**config.mk**
```make
export PLATFORM = sky130hd
export DESIGN_NAME = digit_scan_counter
export DESIGN_NICKNAME = d
export VERILOG_FILES = /design/src/rtl/dsc_pkg.sv /design/src/rtl/dsc_scan_timer.sv /design/src/rtl/digit_scan_counter.sv
export SDC_FILE = /design/constraint.sdc
export NUM_CORES = 1
export LEC_CHECK = 0
export CAP_MARGIN = 25
export CORE_UTILIZATION = 26
export CTS_CLUSTER_DIAMETER = 30
export CTS_CLUSTER_SIZE = 10
export DETAILED_ROUTE_END_ITERATION = 10
export PLACE_DENSITY = 0.43
export REMOVE_ABC_BUFFERS = 1
export SKIP_CTS_REPAIR_TIMING = 1
export SLEW_MARGIN = 40
export SYNTH_ARGS = -nofsm -noshare
export SYNTH_HDL_FRONTEND = slang
export SYNTH_HIERARCHICAL = 1
export SYNTH_SLANG_ARGS = --single-unit
```
**constraint.sdc**
```tcl
create_clock -name clk -period 1.89 [get_ports clk]
set_input_delay 0.2835 -clock clk [delete_from_list [all_inputs] [get_ports clk]]
set_output_delay 0.2835 -clock clk [all_outputs]
set_load 0.01 [all_outputs]
```
**src/rtl/dsc_pkg.sv**
```systemverilog
// Shared types and constants for the digit scan counter.
package dsc_pkg;

  // Controller states
  typedef enum logic [1:0] {
    IDLE  = 2'd0,
    COUNT = 2'd1,
    LOAD  = 2'd2,
    SCAN  = 2'd3
  } state_t;

  // Mode select encodings on the 'on' input
  localparam logic [1:0] MODE_OFF   = 2'd0;
  localparam logic [1:0] MODE_SCAN  = 2'd1;
  localparam logic [1:0] MODE_COUNT = 2'd2;
  localparam logic [1:0] MODE_LOAD  = 2'd3;

  // Index width for n items, never below one bit
  function automatic int unsigned min1_clog2(input int unsigned n);
    return (n > 1) ? $clog2(n) : 1;
  endfunction

endpackage

```
**src/rtl/dsc_scan_timer.sv**
```systemverilog
// Scan pacing: holds each digit DIGIT_CYCLES cycles and walks the digit index.
module dsc_scan_timer
  import dsc_pkg::*;
#(
  parameter int unsigned DIGITS       = 4,
  parameter int unsigned DIGIT_CYCLES = 4,
  localparam int unsigned IDX_W       = min1_clog2(DIGITS)
) (
  input  logic             clk,
  input  logic             rst,
  input  logic             start,
  output logic [IDX_W-1:0] idx,
  output logic             advance_c,
  output logic             finish_c
);

  localparam int unsigned CYC_W = min1_clog2(DIGIT_CYCLES);

  logic             active;
  logic [CYC_W-1:0] cyc;

  // Last cycle of the current digit, and last cycle of the whole scan
  assign advance_c = active && (cyc == CYC_W'(DIGIT_CYCLES - 1));
  assign finish_c  = advance_c && (idx == IDX_W'(DIGITS - 1));

  // Per-digit cycle counter and digit index; index returns to 0 when idle
  always_ff @(posedge clk) begin
    if (rst) begin
      active <= 1'b0;
      cyc    <= '0;
      idx    <= '0;
    end else if (start) begin
      active <= 1'b1;
      cyc    <= '0;
      idx    <= '0;
    end else if (finish_c) begin
      active <= 1'b0;
      cyc    <= '0;
      idx    <= '0;
    end else if (advance_c) begin
      cyc <= '0;
      idx <= idx + IDX_W'(1);
    end else if (active) begin
      cyc <= cyc + CYC_W'(1);
    end
  end

endmodule

```
**src/rtl/digit_scan_counter.sv**
```systemverilog
// Loadable down-counter with a digit-by-digit scan-out of its stored value.
// Optional macro CNT_WRAP_EN: decrementing zero wraps to all-ones instead of
// saturating and exiting.
module digit_scan_counter
  import dsc_pkg::*;
#(
  parameter int unsigned DIGIT_W      = 2,
  parameter int unsigned DIGITS       = 4,
  parameter int unsigned DIGIT_CYCLES = 4,
  localparam int unsigned WIDTH       = DIGIT_W * DIGITS,
  localparam int unsigned IDX_W       = min1_clog2(DIGITS)
) (
  input  logic               clk,
  input  logic               rst,
  input  logic [1:0]         on,
  input  logic               start,
  input  logic [WIDTH-1:0]   x,
  output logic [WIDTH-1:0]   s,
  output logic [DIGIT_W-1:0] digit,
  output logic [IDX_W-1:0]   digit_idx,
  output logic               digit_valid,
  output logic               busy,
  output logic               done
);

  state_t               state, state_n;
  logic [WIDTH-1:0]     s_n;
  logic [DIGIT_W-1:0]   digit_n;
  logic                 valid_n;
  logic                 done_n;
  logic                 scan_go_c;
  logic                 advance_c;
  logic                 finish_c;

  function automatic logic [DIGIT_W-1:0] digit_at(input logic [WIDTH-1:0] v,
                                                  input int unsigned i);
    return v[i*DIGIT_W +: DIGIT_W];
  endfunction

  dsc_scan_timer #(
    .DIGITS       (DIGITS),
    .DIGIT_CYCLES (DIGIT_CYCLES)
  ) u_timer (
    .clk       (clk),
    .rst       (rst),
    .start     (scan_go_c),
    .idx       (digit_idx),
    .advance_c (advance_c),
    .finish_c  (finish_c)
  );

  // State and output registers
  always_ff @(posedge clk) begin
    if (rst) begin
      state       <= IDLE;
      s           <= '0;
      digit       <= '0;
      digit_valid <= 1'b0;
      busy        <= 1'b0;
      done        <= 1'b0;
    end else begin
      state       <= state_n;
      s           <= s_n;
      digit       <= digit_n;
      digit_valid <= valid_n;
      busy        <= (state_n != IDLE);
      done        <= done_n;
    end
  end

  // Next-state and next-output decode
  always_comb begin
    state_n   = state;
    s_n       = s;
    digit_n   = '0;
    valid_n   = 1'b0;
    done_n    = 1'b0;
    scan_go_c = 1'b0;
    unique case (state)
      IDLE: begin
        if (on == MODE_COUNT && start) begin
          state_n = COUNT;
        end else if (on == MODE_LOAD) begin
          state_n = LOAD;
        end else if (on == MODE_SCAN && start) begin
          state_n   = SCAN;
          scan_go_c = 1'b1;
          valid_n   = 1'b1;
          digit_n   = digit_at(s, 0);
        end
      end
      COUNT: begin
        if (on == MODE_COUNT && start) begin
`ifdef CNT_WRAP_EN
          s_n = s - WIDTH'(1);
`else
          if (s == '0) begin
            state_n = IDLE;
          end else begin
            s_n = s - WIDTH'(1);
            if (s == WIDTH'(1)) begin
              state_n = IDLE;
              done_n  = 1'b1;
            end
          end
`endif
        end else begin
          state_n = IDLE;
        end
      end
      LOAD: begin
        s_n     = x;
        state_n = IDLE;
      end
      SCAN: begin
        valid_n = 1'b1;
        digit_n = digit;
        if (finish_c) begin
          state_n = IDLE;
          valid_n = 1'b0;
          digit_n = '0;
          done_n  = 1'b1;
        end else if (advance_c) begin
          digit_n = digit_at(s, int'(digit_idx) + 1);
        end
      end
      default: state_n = IDLE;
    endcase
  end

endmodule

```
-- Yosys cells after proc, flatten, opt, wreduce, memory -nomap -nowiden
Index checks and enable logic that the tools add are counted.
- register bits after elaboration: 20
- bits in latches: 0
- RAM bits: 0
- bits in read-only memories: 0
- bits of input ports: 13
- output and inout port bits: 15
- logic and storage cells: 68
- memories: 0
- $add $sub $neg: 4
- multiply operators: 0
- div/mod/pow operators: 0
- order comparisons: 0
- equality and inequality tests: 12
- shifts and indexed selects: 1
- muxes and demuxes: 30
- bitwise logic cells: 0
- reduce and logical (&&, ||, !) cells: 12
- operator list (kind ; count):
    two-way mux 2 bit ; 12
    two-way mux 8 bit ; 2
    one-hot mux 8 bit (2 select lines) ; 1
    equality test 2 bit, second input constant ; 6
    two-way mux 1 bit ; 11
    equality test 8 x 1 -> 1 bit, second input constant ; 1
    zero test 8 bit ; 1
    one-hot mux 2 bit (4 select lines) ; 1
    variable part select 8 x 5 -> 2 bit ; 1
    subtractor 8 x 1 -> 8 bit, second input constant ; 1
    nonzero test 2 bit ; 3
    adder 2 x 1 -> 2 bit, second input constant ; 2
    equality test 2 x 1 -> 1 bit, second input constant ; 2
    logical AND 1 bit ; 4
    inequality test 2 bit, second input constant ; 2
    one-hot mux 1 bit (2 select lines) ; 2
    one-hot mux 2 bit (2 select lines) ; 1
    OR reduction 4 bit ; 1
    adder 2 x 1 -> 3 bit, second input constant ; 1
    inequality test 3 x 2 -> 1 bit, second input constant ; 1
    AND reduction 3 bit ; 1
    OR reduction 3 bit ; 1
    zero test 2 bit ; 1

-- Depth between registers and ports, before layout
Gate-level depths: netlist of the first run.
- word-level depth: 7
- depth in mapped cells: 7
- mapped depth without buffers: 6

-- By module
The synthesis of the first run kept the hierarchy.
- modules (own cells, without submodules) (module ; instances ; cells an instance ; area each (um^2) ; sequential area each (um^2)):
    digit_scan_counter ; 1 ; 130 ; 1062.3 ; 300.3
    dsc_scan_timer ; 1 ; 25 ; 261.5 ; 100.1

-- Worst setup path before layout of the first run
Ideal clock, no wire load.
- path type: reg-to-reg
- from: reg s[1]
- to: reg s[5]
- setup time: 0.059 ns
- data arrival time: 1.683 ns
- required time: 1.831 ns
- setup slack: 0.149 ns
- stages on the path, launching flop included: 5
- path buffers: 0
- period minus slack after synthesis: 1.741 ns
- cells stage by stage: dfxtp_1 or4_4 or4_4 a221oi_2 a31o_1
- longest elaborated chain between the ends: 4
- elaborated cells between the ends (all ways): 7
- those cells by class: add/sub: 1; eq/ne: 1; mux: 3; reduce/logical: 2
- RTL lines (item ; RTL line ; source):
    from (decl) ; digit_scan_counter.sv:18 ; output logic [WIDTH-1:0] s,
    from (signal assigned) ; digit_scan_counter.sv:63 ; s <= s_n;
    subtractor 8 x 1 -> 8 bit ; digit_scan_counter.sv:100 ; s_n = s - WIDTH'(1);
    two-way mux 8 bit ; digit_scan_counter.sv:97 ; if (s == '0) begin
    two-way mux 8 bit ; digit_scan_counter.sv:93 ; if (on == MODE_COUNT && start) begin
    one-hot mux 8 bit (2 select lines) ; digit_scan_counter.sv:79 ; unique case (state)
Several ways; a longest one is shown, not always the timed one. The select of a mux whose other input is x is not followed.
A chain may end at the register's enable or synchronous reset.

-- Worst setup path after layout of the first run
- from: reg s[2]
- to: reg busy
- longest elaborated chain between the ends: 6
- elaborated cells between the ends (all ways): 7
- those cells by class: eq/ne: 1; mux: 4; reduce/logical: 2
- RTL lines (item ; RTL line ; source):
    equality test 8 x 1 -> 1 bit ; digit_scan_counter.sv:101 ; if (s == WIDTH'(1)) begin
    two-way mux 2 bit ; digit_scan_counter.sv:101 ;
    two-way mux 2 bit * ; digit_scan_counter.sv:97 ;
    two-way mux 2 bit * ; digit_scan_counter.sv:93 ;
    one-hot mux 2 bit (4 select lines) * ; digit_scan_counter.sv:79 ;
    nonzero test 2 bit * ; digit_scan_counter.sv:66 ; busy <= (state_n != IDLE);
    to (signal assigned) ; digit_scan_counter.sv:66 ;
    to (decl) ; digit_scan_counter.sv:22 ; output logic busy,
Every way passes the cells marked *; elsewhere a longest branch is shown, timed or not.

==> flow_metrics.env, run 1 <==
export IMPL_required_ns=2.04
export IMPL_synth_ff_type="dfxtp_1"
export IMPL_area_growth_pct=44.2
export IMPL_clock_root_buffer="clkbuf_8"
export IMPL_seqPwrFrac_pct=37.1
export IMPL_dieArea_um2=5380
export IMPL_cp_max_fo=5
export IMPL_p_clk_share_pct=21.6
export IMPL_postLayoutCellArea_um2=1910
export IMPL_initial_core_util_pct=27.5
export IMPL_p_per_area_nw_per_um2=682
export IMPL_synth_cell_types=52
export IMPL_drv_cap=0
export IMPL_rows=25
export IMPL_grt_start_max_net_pins=14
export IMPL_insertedDiodeCount=0
export IMPL_drv_slew=0
export IMPL_synthTopCellsByArea="dfxtp_1, ha_1, a21oi_1"
export IMPL_overflow=0
export IMPL_p_sw_w=0.000431
export IMPL_routed_via_count=1365
export IMPL_core_area_um2=4820
export IMPL_critPathArrivalTime_ns=1.95
export IMPL_io_pins=28
export IMPL_worst_setup_path_start_kind="register"
export IMPL_hold_class="register to register"
export IMPL_finalCriticalPeriod_ns=1.80
export IMPL_drtAntennaViolNets=0
export IMPL_ctsHtreeMaxLevel=1
export IMPL_cts_tree="done"
export IMPL_finalPower_w=0.00130
export IMPL_slowest_delay_ns=0.57
export IMPL_synthCells=155
export IMPL_grt_pass1_vias=1393
export IMPL_drtPass1Iterations=4
export IMPL_critPathKind="register to register"
export IMPL_p_leak_nw=0.734
export IMPL_synth_area_um2=1320
export IMPL_ys_warn_count=6
export IMPL_mostFrequentLayoutCells="clkdlybuf4s50_1, buf_4, dfxtp_1"
export IMPL_syn_avg_cell_area_um2=8.54
export IMPL_cp_cell_sequence="or4_1 -> o41ai_1 -> a21oi_1 -> o31a_1"
export IMPL_async_flop_share_pct=0
export IMPL_post_dp_cell_area_um2=1830
export IMPL_synth_seq_area_share_pct=30.2
export IMPL_endpoint_kind="register"
export IMPL_grt_first_pass_wirelength_um=6760
export IMPL_clock_skew_ns=0.00614
export IMPL_tightest_slew_ns=0.477
export IMPL_hpwlAfterDp_um=3070
export IMPL_fp_dieH_um=73.4
export IMPL_wire_per_inst_um=14.8
export IMPL_cts_buffers=3
export IMPL_cp_startpoint="s[2]"
export IMPL_vias_per_cell=5.04
export IMPL_p_sw_share_pct=33.1
export IMPL_outcome="complete, no violations"
export IMPL_drive_gt1_share_pct=21.6
export IMPL_wl_um=4000
export IMPL_nets=228
export IMPL_finalCritPeriodShare_pct=95.3
export IMPL_max_freq_mhz=555
export IMPL_p_int_w=0.000871
export IMPL_setup_tns_ns=0
export IMPL_cts_clk_slew_worst_paths_ns=0.08
export IMPL_reg2reg_slack_ns=0.09
export IMPL_cts_sinks=20
export IMPL_grt_total_usage_pct=16.2
export IMPL_synth_top_area_share_pct=30.2
export IMPL_fillCellCount=520
export IMPL_synth_seq_cells=20
export IMPL_synth_edf_count=0
export IMPL_synth_top_area_cell="dfxtp_1"
export IMPL_r2r_start="s[2]"
export IMPL_antenna_found_initial=0
export IMPL_hold_viol_final=0
export IMPL_drc=0
export IMPL_clk_latency_ns=0.26
export IMPL_mostFrequentLayoutCell="clkdlybuf4s50_1"
export IMPL_peakVddDrop_uv=246
export IMPL_slowest_stage="or4_1"
export IMPL_clock_path_buffers=2
export IMPL_first_iter_violations=76
export IMPL_globalplace_congestion=0.820
export IMPL_p_comb_share_pct=41.3
export IMPL_relSlewSlack_pct=68.1
export IMPL_die_w_um=73.4
export IMPL_report_final_setup_viol=0
export IMPL_hp_start="u_timer/cyc[1]"
export IMPL_portBuffers=27
[power groups by stage]
stage	sequential, W	combinational (W)	clock, W
2_1_floorplan	0.000508	0.000256	0
3_3_place_gp	0.000489	0.000512	0
3_5_place_dp	0.000490	0.000517	0
4_1_cts	0.000480	0.000521	0.000303
5_1_grt	0.000488	0.000588	0.000320
6_report	0.000483	0.000538	0.000282
[sequential cells by signal, indices dropped and copies added (netlist names)]
register,count
u_timer/cyc,2
u_timer/active,1
s,8
done,1
u_timer/idx,2
digit,2
busy,1
state,2
digit_valid,1
[critical path, delay by kind of cell, from the launching register on]
kind / cells / cell delay, ns
AOI/OAI and AO/OA: 3 / 0.77
DFF: 1 / 0.37
and+or+nand+nor: 1 / 0.57
[layer usage]
layer	vias up	GRT usage [%]	share of wire (%)
met1	648	20.7	47
li1	689	-	-
met4	0	3.21	0.28
met3	2	2.33	3.6
met5	-	0	0
met2	26	29.0	49
[Yosys cell counts (3+ instances only)]
library cell,n
dfxtp_1,20
nand2b_1,7
ha_1,9
inv_1,5
nor2_1,13
o32ai_1,4
a31oi_1,3
o21ai_0,5
a21oi_1,17
nor3_1,5
nand2_1,7
nor2b_1,4
[area by class of cell]
cell class,instances,area (um2),share of cell area [%]
timing repair buffer,52,458,24.0
tap,67,83.8,4.39
inverter,5,18.8,0.983
multi-input combinational,124,906,47.4
clock buffer,3,41.3,2.16
sequential,20,402,21.0
[metrics by stage]
step	utilization (%)	cells	worst slack (ns)	hold WS (ns)
floorplan	-	149	0.127	0.353
global placement	38.0	268	0.0626	0.458
detailed placement	38.0	268	0.0551	0.470
CTS	38.8	271	0.0731	0.492
global route	39.6	271	-0.000982	0.527
finish	39.6	271	0.0881	0.480
[worst paths after layout]
check              endpoint  depth (start not counted)
max                    busy                          4
min          u_timer/cyc[1]                          2
max reg2reg            busy                          4
min reg2reg  u_timer/cyc[1]                          2
[logic make-up (layout without fill, tap and decap cells)]
family	Yosys count	count (layout)	synth area share, %
and+or+nand+nor	60	60	26.8
AOI/OAI and AO/OA	53	53	28.7
DFF	20	20	30.2
buffers and inverters	11	60	4.16
adders and majority gates	9	9	8.51
muxes	2	2	1.51
Power figures use the tool's default switching activity.
==> run 2: changes to the inputs <==
--- a/config.mk
+++ b/config.mk
@@ -6,11 +6,12 @@
 export NUM_CORES = 1
 export LEC_CHECK = 0
 export CAP_MARGIN = 25
-export CORE_UTILIZATION = 26
+export CORE_UTILIZATION = 50
 export CTS_CLUSTER_DIAMETER = 30
 export CTS_CLUSTER_SIZE = 10
 export DETAILED_ROUTE_END_ITERATION = 10
-export PLACE_DENSITY = 0.43
+export GPL_TIMING_DRIVEN = 0
+export PLACE_DENSITY = 0.76
 export REMOVE_ABC_BUFFERS = 1
 export SKIP_CTS_REPAIR_TIMING = 1
 export SLEW_MARGIN = 40
==> run 2 against run 1 <==
Maximum frequency down 2.0%. Combinational power down 21%. Setup slack worse by 0.037 ns. Sequential share of layout area up 2.7 points. Sequential cell count unchanged. Clock skew down 0.00093 ns. First-iteration DRC count down 39%. Count of clock-buffer cells in the layout unchanged. Final cell count down 22%. Critical path type unchanged. Critical endpoint is now s[0]. Largest power group is now sequential cells.
==> flow_metrics.env, run 2 (synthesis results as in run 1) <==
export IMPL_finalCriticalPeriod_ns=1.84
export IMPL_hpwlAfterDp_um=2240
export IMPL_dieArea_um2=2860
export IMPL_antenna_found_initial=0
export IMPL_mostFrequentLayoutCells="clkdlybuf4s50_1, dfxtp_1, a21oi_1"
export IMPL_mostFrequentLayoutCell="clkdlybuf4s50_1"
export IMPL_worst_setup_path_start_kind="register"
export IMPL_fin_hold_ws_ns=0.489
export IMPL_peakVddDrop_uv=515
export IMPL_critPathKind="register to register"
export IMPL_clock_skew_ns=0.00521
export IMPL_die_w_um=53.5
export IMPL_relSlewSlack_pct=51.3
export IMPL_drv_slew=0
export IMPL_p_per_area_nw_per_um2=669
export IMPL_ctsHtreeMaxLevel=1
export IMPL_clock_path_buffers=2
export IMPL_multi_input_area_um2=926
export IMPL_report_final_setup_viol=0
export IMPL_initial_core_util_pct=53.0
export IMPL_first_iter_violations=46
export IMPL_clock_root_buffer="clkbuf_4"
export IMPL_cts_buffers=3
export IMPL_seqCellArea_um2=403
export IMPL_drive_gt1_share_pct=13.7
export IMPL_grt_total_usage_pct=24.5
export IMPL_final_cell_count_no_fill=212
export IMPL_drtPass1Iterations=4
export IMPL_vias_per_cell=6.21
export IMPL_cts_clk_slew_worst_paths_ns=0.11
export IMPL_drtAntennaViolNets=0
export IMPL_nets=206
export IMPL_grt_start_max_net_pins=24
export IMPL_largest_register="s"
export IMPL_io_pins=28
export IMPL_max_freq_mhz=544
export IMPL_overflow=0
export IMPL_rows=18
export IMPL_endpoint_kind="register"
export IMPL_finalCritPeriodShare_pct=97.3
export IMPL_globalplace_congestion=0.804
export IMPL_rsz0062_at_grt="yes"
export IMPL_critPathArrivalTime_ns=2.06
export IMPL_routed_via_count=1316
export IMPL_tightest_slew_ns=0.729
export IMPL_largest_reg_flops=8
export IMPL_grt_first_pass_wirelength_um=5180
export IMPL_area_growth_pct=28.4
export IMPL_cts_tree="done"
export IMPL_wl_um=3230
export IMPL_clk_latency_ns=0.30
export IMPL_required_ns=2.11
export IMPL_post_place_cells=206
export IMPL_portBuffers=27
export IMPL_cts_sinks=20
export IMPL_reg2reg_slack_ns=0.05
export IMPL_core_area_um2=2500
export IMPL_drc=0
export IMPL_drv_cap=0
export IMPL_insertedDiodeCount=0
export IMPL_outcome="complete, no violations"
export IMPL_cp_max_fo=6
export IMPL_fillCellCount=205
export IMPL_p_leak_nw=0.618
export IMPL_hold_class="register to register"
export IMPL_hold_viol_final=0
export IMPL_wire_per_inst_um=15.2
export IMPL_grt_pass1_vias=1192
export IMPL_fp_dieH_um=53.5
[run 2: changes by cell type in the layout (fill, tap and decap cells not counted), sizes merged]
| cell | previous run | this run |
|---|---|---|
| buf | 25 | 3 |
[run 2: path summary, 6_finish.rpt]
kind,endpoint,startpoint,cells after the start
setup / recovery,s[0],state[1],6
hold / removal,u_timer/cyc[1],u_timer/cyc[1],2
setup reg to reg,s[0],state[1],6
hold reg to reg,u_timer/cyc[1],u_timer/cyc[1],2
[run 2: worst max-delay path: stages, from the launching register on]
cell and delay [ns]:
dfxtp_1 0.39, inv_1 0.15, ha_2 0.22, nand4b_1 0.22, a31o_4 0.31, or3_1 0.31
a31oi_1 0.16
[run 2: layer usage]
layer | vias up | routed length (um) | global-route usage (%)
met5 | - | 0 | 0
met4 | 0 | 35 | 8.33
met3 | 4 | 136 | 3.45
met2 | 41 | 1620 | 44.8
met1 | 625 | 1440 | 28.5
li1 | 646 | - | -
[run 2: area by class of cell]
type,instances,share of cell area (%)
multi-input combinational,124,54.5
sequential,20,23.7
timing repair buffer,30,17.2
tap,30,2.21
clock buffer,3,1.32
inverter,5,1.10
[run 2: power by group]
group          switching, W  internal, W  total [W]
Sequential        0.0000526     0.000453   0.000506
Combinational      0.000214     0.000212   0.000426
Clock              0.000131    0.0000742   0.000205
[run 2: per-stage QoR]
stage | power [W] | setup TNS, ns | worst slack [ns] | utilization, % | area, um2
4_1_cts | 0.00111 | -0.750 | -0.159 | 64.7 | 1620
5_1_grt | 0.00122 | -0.0336 | -0.0154 | 68.0 | 1700
3_3_place_gp | 0.000893 | -0.681 | -0.145 | 63.8 | 1600
2_1_floorplan | 0.000765 | 0 | 0.127 | - | 1290
3_5_place_dp | 0.000905 | -0.945 | -0.186 | 63.8 | 1600
6_report | 0.00114 | 0 | 0.0512 | 68.0 | 1700
==> run 3: changes to the inputs <==
--- a/config.mk
+++ b/config.mk
@@ -6,11 +6,13 @@
 export NUM_CORES = 1
 export LEC_CHECK = 0
 export CAP_MARGIN = 25
+export CORE_MARGIN = 2
 export CORE_UTILIZATION = 50
 export CTS_CLUSTER_DIAMETER = 30
 export CTS_CLUSTER_SIZE = 10
 export DETAILED_ROUTE_END_ITERATION = 10
 export GPL_TIMING_DRIVEN = 0
+export HOLD_SLACK_MARGIN = 0.03
 export PLACE_DENSITY = 0.76
 export REMOVE_ABC_BUFFERS = 1
 export SKIP_CTS_REPAIR_TIMING = 1
==> run 3 against run 2 <==
Global-route usage down 4.8 points. Sequential share of layout area fell by 0.22 points. Register-to-register slack hardly changed. Design area grew 1.3%. Die area up 7.6%. Highest routed layer unchanged.
==> flow_metrics.env, run 3 (synthesis results as in run 1) <==
export IMPL_overflow=0
export IMPL_insertedDiodeCount=0
export IMPL_fillCellCount=215
export IMPL_globalplace_congestion=0.798
export IMPL_grt_pass1_vias=1173
export IMPL_multi_input_area_um2=940
export IMPL_clock_root_buffer="clkbuf_4"
export IMPL_p_sw_w=0.000412
export IMPL_vias_per_cell=6.20
export IMPL_critPathArrivalTime_ns=2.06
export IMPL_grt_total_usage_pct=19.7
export IMPL_largest_reg_flops=8
export IMPL_hold_viol_final=0
export IMPL_mostFrequentLayoutCell="clkdlybuf4s50_1"
export IMPL_max_freq_mhz=548
export IMPL_antenna_found_initial=0
export IMPL_endpoint_kind="register"
export IMPL_dieArea_um2=3080
export IMPL_initial_core_util_pct=53.0
export IMPL_cts_buffers=3
export IMPL_hp_start="u_timer/cyc[1]"
export IMPL_cp_cell_sequence="inv_2 -> ha_2 -> nand4b_1 -> a31o_4 -> or3_1 -> a31oi_1"
export IMPL_p_comb_share_pct=36.0
export IMPL_worstRegToRegCells=6
export IMPL_area_growth_pct=30.1
export IMPL_reg2reg_slack_ns=0.07
export IMPL_drv_cap=0
export IMPL_p_clk_share_pct=21.6
export IMPL_mostFrequentLayoutCells="clkdlybuf4s50_1, a21oi_1, dfxtp_1"
export IMPL_largest_register="s"
export IMPL_hpwlAfterDp_um=2240
export IMPL_fp_dieH_um=55.5
export IMPL_peakVddDrop_uv=475
export IMPL_nets=205
export IMPL_r2r_start="state[1]"
export IMPL_drtPass1Iterations=4
export IMPL_hold_class="register to register"
export IMPL_wl_um=3230
export IMPL_grt_first_pass_wirelength_um=5040
export IMPL_cts_tree="done"
export IMPL_finalCriticalPeriod_ns=1.82
export IMPL_first_iter_violations=46
export IMPL_drtAntennaViolNets=0
export IMPL_drc=0
export IMPL_p_sw_share_pct=34.3
export IMPL_tightest_slew_ns=0.751
export IMPL_report_final_setup_viol=0
export IMPL_critPathKind="register to register"
export IMPL_rows=18
export IMPL_finish_utilization_pct=68.9
export IMPL_rsz0062_at_grt="no"
export IMPL_drive_gt1_share_pct=14.8
export IMPL_drv_slew=0
export IMPL_worst_setup_path_start_kind="register"
export IMPL_slowest_stage="dfxtp_1"
export IMPL_seqCellArea_um2=404
export IMPL_clock_path_buffers=2
export IMPL_clock_skew_ns=0.00697
export IMPL_crit_end="s[0]"
export IMPL_finalCritPeriodShare_pct=96.5
export IMPL_required_ns=2.12
export IMPL_ctsHtreeMaxLevel=1
export IMPL_p_int_w=0.000790
export IMPL_cp_max_fo=7
export IMPL_io_pins=28
export IMPL_clk_latency_ns=0.31
export IMPL_relSlewSlack_pct=49.7
export IMPL_worst_r2r_endpoint="s[0]"
export IMPL_slowest_delay_ns=0.39
export IMPL_p_leak_nw=0.625
export IMPL_cp_startpoint="state[1]"
export IMPL_grt_start_max_net_pins=24
export IMPL_die_w_um=55.5
export IMPL_seqPwrFrac_pct=42.4
export IMPL_routed_via_count=1314
export IMPL_core_area_um2=2500
export IMPL_wire_per_inst_um=15.2
export IMPL_p_per_area_nw_per_um2=698
export IMPL_outcome="complete, no violations"
export IMPL_setup_tns_ns=0
export IMPL_portBuffers=27
export IMPL_cts_clk_slew_worst_paths_ns=0.12
export IMPL_cts_sinks=20
run 3: worst min path at each step:
stage	endpoint	slack [ns]	depth (start not counted)
3_5_place_dp	u_timer/cyc[1]	0.48	2
3_3_place_gp	u_timer/cyc[1]	0.46	2
5_1_grt	u_timer/cyc[1]	0.50	2
2_1_floorplan	done	0.35	1
4_1_cts	u_timer/cyc[1]	0.49	2
6_report	u_timer/cyc[1]	0.49	2
run 3: final cells by class:
cell class	count	area share [%]
tap	30	2.18
timing repair buffer	29	16.6
inverter	5	1.09
sequential	20	23.5
multi-input combinational	124	54.6
clock buffer	4	2.11
run 3: power groups by stage:
stage                     sequential (W)  clock (W)  combinational (W)
final                           0.000510   0.000259           0.000433
after CTS                       0.000499   0.000263           0.000398
after floorplan                 0.000508          0           0.000256
after detailed placement        0.000509          0           0.000395
after global placement          0.000508          0           0.000386
after global routing            0.000516   0.000276           0.000475
run 3: layer usage:
| metal | GRT usage (%) | vias to the layer above | part of all wire [%] |
|---|---|---|---|
| li1 | - | 649 | - |
| met1 | 26.0 | 635 | 46 |
| met2 | 34.2 | 24 | 49 |
| met3 | 2.11 | 6 | 2.9 |
| met4 | 5.23 | 0 | 1.1 |
| met5 | 0 | - | 0 |
run 3: per-stage QoR:
step	total power (W)	worst slack (ns)	hold slack, ns	instance area, um2	cells
finish	0.00120	0.0654	0.495	1720	212
global route	0.00127	0.00239	0.505	1720	212
CTS	0.00116	-0.130	0.493	1630	210
detailed placement	0.000903	-0.171	0.476	1600	206
global placement	0.000893	-0.153	0.461	1600	206
floorplan	0.000765	0.127	0.353	1290	149
run 3: worst max-delay path: cells and delay by family (launching register included):
kind                       cells  cell delay (ns)
AOI/OAI and AO/OA              2             0.48
adders and majority gates      1             0.21
buffers and inverters          1             0.10
DFF                            1             0.39
and+or+nand+nor                2             0.56
